File: src/rtl/combo_score_controller.sv
// Whack-a-mole game controller: countdown/play/over sequencing, hit combo tracking,
// and a valid/ready score-add request with saturating accumulation of deferred points.
module combo_score_controller #(
  parameter int MAX_COMBO       = 99,
  parameter int ROUND_TICKS     = 60,
  parameter int COUNTDOWN_TICKS = 3,
  localparam int TW = $clog2(((ROUND_TICKS > COUNTDOWN_TICKS) ? ROUND_TICKS
                                                             : COUNTDOWN_TICKS) + 1)
) (
  input  logic          clk,
  input  logic          rst,
  input  logic          start,
  input  logic          tick,
  input  logic          hit,
  input  logic          miss,
  input  logic          add_ready,
  output logic          add_valid,
  output logic [4:0]    add_amount,
  output logic          score_clr,
  output logic [6:0]    combo_count,
  output logic [TW-1:0] time_left,
  output logic [1:0]    state,
  output logic          game_over
);

  typedef enum logic [1:0] {
    IDLE      = 2'd0,
    COUNTDOWN = 2'd1,
    PLAY      = 2'd2,
    OVER      = 2'd3
  } state_e;

  localparam logic [6:0]    MAX_C   = 7'(MAX_COMBO);
  localparam logic [TW-1:0] CD_T    = TW'(COUNTDOWN_TICKS);
  localparam logic [TW-1:0] ROUND_T = TW'(ROUND_TICKS);
  localparam logic [TW-1:0] ONE_T   = TW'(1);

  state_e          state_q, state_d;
  logic [TW-1:0]   time_q, time_d;
  logic [6:0]      combo_q, combo_d;
  logic            add_valid_q, add_valid_d;
  logic [4:0]      add_amount_q, add_amount_d;
  logic [4:0]      pending_q, pending_d;
  logic            score_clr_q, score_clr_d;
  logic            game_over_q, game_over_d;

  logic            hit_play, miss_play;
  logic [6:0]      combo_inc;
  logic [4:0]      pts;
  logic [5:0]      sum;
  logic [4:0]      sum_sat;

  // A hit on the final PLAY tick still sees state_q == PLAY, so it counts naturally.
  assign hit_play  = (state_q == PLAY) && hit && !miss;
  assign miss_play = (state_q == PLAY) && miss;
  assign combo_inc = (combo_q >= MAX_C) ? MAX_C : combo_q + 7'd1;
  assign pts       = hit_play ? 5'(7'd1 + combo_inc / 7'd10) : 5'd0;
  assign sum       = {1'b0, pending_q} + {1'b0, pts};
  assign sum_sat   = sum[5] ? 5'd31 : sum[4:0];

  // NOTE: every _d gets a default before any branch, so no path leaves it unassigned (no latch).
  always_comb begin
    state_d      = state_q;
    time_d       = time_q;
    combo_d      = combo_q;
    add_valid_d  = add_valid_q;
    add_amount_d = add_amount_q;
    pending_d    = pending_q;
    score_clr_d  = 1'b0;

    if (miss_play)     combo_d = 7'd0;
    else if (hit_play) combo_d = combo_inc;

    if (add_valid_q && add_ready) begin
      pending_d    = 5'd0;
      add_valid_d  = (sum_sat != 5'd0);
      add_amount_d = sum_sat;
    end else if (add_valid_q) begin
      pending_d = sum_sat;
    end else if (pts != 5'd0) begin
      add_valid_d  = 1'b1;
      add_amount_d = pts;
    end

    case (state_q)
      IDLE, OVER: begin
        if (start) begin
          state_d      = COUNTDOWN;
          time_d       = CD_T;
          combo_d      = 7'd0;
          score_clr_d  = 1'b1;
          pending_d    = 5'd0;
          add_valid_d  = 1'b0;
          add_amount_d = 5'd0;
        end
      end
      COUNTDOWN: begin
        if (tick) begin
          if (time_q == ONE_T) begin
            state_d = PLAY;
            time_d  = ROUND_T;
          end else begin
            time_d = time_q - ONE_T;
          end
        end
      end
      PLAY: begin
        if (tick) begin
          if (time_q == ONE_T) begin
            state_d = OVER;
            time_d  = '0;
          end else begin
            time_d = time_q - ONE_T;
          end
        end
      end
      default: state_d = IDLE;
    endcase

    game_over_d = (state_d == OVER);
  end

  // NOTE: sequential state uses non-blocking assignments so all flops update together at the edge.
  always_ff @(posedge clk) begin
    if (rst) begin
      state_q      <= IDLE;
      time_q       <= '0;
      combo_q      <= 7'd0;
      add_valid_q  <= 1'b0;
      add_amount_q <= 5'd0;
      pending_q    <= 5'd0;
      score_clr_q  <= 1'b0;
      game_over_q  <= 1'b0;
    end else begin
      state_q      <= state_d;
      time_q       <= time_d;
      combo_q      <= combo_d;
      add_valid_q  <= add_valid_d;
      add_amount_q <= add_amount_d;
      pending_q    <= pending_d;
      score_clr_q  <= score_clr_d;
      game_over_q  <= game_over_d;
    end
  end

  assign state       = state_q;
  assign time_left   = time_q;
  assign combo_count = combo_q;
  assign add_valid   = add_valid_q;
  assign add_amount  = add_amount_q;
  assign score_clr   = score_clr_q;
  assign game_over   = game_over_q;

endmodule

File: config.mk
export PLATFORM = sky130hd
export DESIGN_NAME = combo_score_controller
export DESIGN_NICKNAME = d
export VERILOG_FILES = /design/src/rtl/combo_score_controller.sv
export SDC_FILE = /design/constraint.sdc
export NUM_CORES = 1
export LEC_CHECK = 0
export ABC_CLOCK_PERIOD_IN_PS = 7060
export BUFFER_PORTS_ARGS = -buffer_cell sky130_fd_sc_hd__buf_2
export CORE_UTILIZATION = 55
export DETAILED_ROUTE_END_ITERATION = 7
export PLACE_DENSITY = 0.83
export SYNTH_ARGS = -nofsm -noshare
export SYNTH_HDL_FRONTEND = slang
export SYNTH_SLANG_ARGS = --single-unit
File: constraint.sdc
create_clock -name clk -period 7.06 [get_ports clk]
set_input_delay 1.059 -clock clk [delete_from_list [all_inputs] [get_ports clk]]
set_output_delay 1.059 -clock clk [all_outputs]
set_load 0.01 [all_outputs]
==> results.cfg <==
[final_layout]
diodes = 0
final_nets = 343
layout_commonest_cell = a21oi_1
synthToLayoutAreaGrowth_pct = 7.350
final_cell_mix = a21oi_1 (36), nor2_1 (33), buf_2 (29)
final_layout_size_suffix_gt1_share_pct = 13.79
final_cells = 367

[logic_synthesis]
synth_top_area_share_pct = 24.94
synth_cell_types = 61
synth_top_area_cell = dfxtp_1
synth_area_um2 = 2247
ys_ff_latch = 28
synthArstFlopShare_pct = 0
ys_seq_area_share_pct = 24.94
syn_inst = 300
yosysWarnings = 0
syn_area_per_cell_um2 = 7.491
syn_nets = 322
synth_edf_count = 0
ys.flop_type = dfxtp_1
synth_area_leaders = dfxtp_1 (25%), a21oi_1 (8.0%), ha_1 (7.8%)

[route]
avgRoutedWirePerCell_um = 13.84
vias_per_cell = 6.180
postRouteAntennaNets = 0
drc = 0
vias = 2268
first_pass_iters = 5
wl_um = 5081
first_iter_violations = 175

[timing]
post-route-period-util_pct = 88.28
rsz0062_at_grt = no
fin_worst_skew_ns = 0.005176
fin_setup_tns_ns = 0
timing_hold_violations_final = 0
tightest_slew_ns = 0.6794
slew_violations = 0
fin_crit_ns = 6.233
fmax_mhz = 160.4
relSlewSlack_pct = 54.29
finalSetupViolCount = 0

[clocking]
cts_made_buffers = 3
clock-root-buffer = clkbuf_8
clkLatencyLatePin_ns = 0.26
clkSlewWorstSetupHoldPaths_ns = 0.09
cts.sinks = 28
htree_num_levels = 1
cts_hold_buf = 0
cts_buffer_depth = 2
post_cts_buffers = 0
cts_resized = 0
cts_tree = done

[min_path]
hold_path_class = reg2reg

[die]
ioPinCount = 30
dieWidth_um = 65.92
dieArea_um2 = 4345
start_util_pct = 59.16
die_h_um = 65.92
std_cell_rows = 22
coreArea_um2 = 3799

[global_routing]
grt_pass1_vias = 1998
grt_max_degree = 15
grt_overflow = 0
grt_pass1_wl_um = 8618
grt_usage_pct = 24.63
grt_antenna_before_repair = 0

[worst_setup_path]
cp.arrival_ns = 6.38
crit_path_end_kind = flip-flop
cp_num_buf_inv = 3
crit_fanout = 12
worstSetupPathType = reg2reg
cp_slowest_cell = o41ai_4
crit_family = compound AO/OA/AOI/OAI gates
cp_slowest_stage_delay_ns = 0.55
r2r_slack_ns = 0.83
worstSetupStartpointType = flip-flop
cp.required_ns = 7.21
cpMostUsedCell = ha_1

[pwr]
leakage_uw = 0.001009
p_per_area_nw_per_um2 = 127.4
peakVddDrop_mv = 0.1502

[placement]
place_inst = 364
place.gp.congestion = 0.8953
dp_hpwl_um = 3865
portBuffers = 29

[run]
drv_cap = 0

[outcome]
run_status = complete, no violations
routing by layer:
metal  global-route usage (%)  wire length, µm  up-vias
met5                        0                0        -
met4                    6.250               61        0
met3                    3.448              282        7
met2                    41.33             2347       77
met1                    32.80             2390     1053
li1                         -                -     1131
kinds of logic (layout without fill, tap and decap cells):
kind of cell | count (synthesis) | count (layout) | share of synthesized area, %
AO/OA/AOI/OAI | 100 | 100 | 28.95
flip-flops | 28 | 28 | 24.94
multiplexers | 3 | 3 | 1.893
buffers and inverters | 32 | 51 | 6.792
XOR/XNOR | 7 | 7 | 2.728
AND/OR/NAND/NOR | 115 | 115 | 26.00
adder cells (fa/ha/maj) | 15 | 15 | 8.686
worst paths after layout:
check,start,to,cells past startpoint
max,combo_count[1],add_amount[3],25
min,add_amount[3],add_amount[3],2
max reg2reg,combo_count[1],add_amount[3],25
min reg2reg,add_amount[3],add_amount[3],2
cell type report:
cell class | instances | area (µm²)
fillers | 339 | 1386
repair buffers | 29 | 145.1
inverters | 19 | 71.32
well taps | 48 | 60.06
clock buffers | 3 | 41.29
flip-flops and latches | 28 | 560.5
multi-input cells | 240 | 1534
where the power goes:
group	internal [µW]	leakage (µW)	switching [µW]	total (µW)
Clock	38.2	0.0000216	45.0	83.2
Combinational	21.6	0.000761	34.0	55.6
Sequential	163	0.000227	5.79	168
metrics by stage:
| step | utilization (%) | instance area (µm²) | hold slack (ns) | power (µW) | setup WS, ns |
|---|---|---|---|---|---|
| CTS | 63.50 | 2412 | 0.4643 | 310.2 | 0.8883 |
| floorplan | - | 2247 | 0.4505 | 211.1 | 1.650 |
| finish | 63.50 | 2412 | 0.4669 | 307.3 | 0.8274 |
| global placement | 62.42 | 2371 | 0.4449 | 225.7 | 1.222 |
| detailed placement | 62.42 | 2371 | 0.4515 | 227.1 | 0.9005 |
| global route | 63.50 | 2412 | 0.4811 | 325.4 | 0.3347 |
worst reg2reg max path, stage by stage, from the launching register on:
cell and delay, ns:
dfxtp_1 0.48, ha_1 0.45, and3_1 0.28, mux2i_4 0.30, inv_2 0.09, ha_1 0.23, o21ai_0 0.23, o21a_1 0.18
a21oi_1 0.09, nor2_1 0.32, inv_1 0.14, ha_1 0.28, o41ai_4 0.55, mux2i_1 0.29, nand2_1 0.08, ha_1 0.28
and2_1 0.22, ha_1 0.26, a21o_1 0.15, a21oi_1 0.22, o21bai_1 0.09, a21o_1 0.27, o21ai_0 0.32, inv_1 0.08
a2bb2oi_1 0.16, o22ai_1 0.09
state kept, by name, indices dropped and copies added, names as in the netlist:
signal / flops
combo_count: 7
time_left: 6
add_amount: 5
pending_q: 5
state: 2
add_valid: 1
game_over: 1
score_clr: 1
synthesized netlist by cell type (3+ instances only):
cell type	n
a21oi_1	36
nor2_1	33
dfxtp_1	28
nand2_1	26
o21ai_0	22
inv_1	18
ha_1	14
nand3_1	11
nand2b_1	8
clkbuf_1	5
nor4_1	5
o211ai_1	5
a211oi_1	4
and2_1	4
nor2b_1	4
nor3_1	4
or3_1	4
xnor2_1	4
a21o_1	3
a31oi_1	3
buf_6	3
nand4_1	3
o21a_1	3
xor2_1	3
No activity file was read; power rests on OpenSTA's default activity.
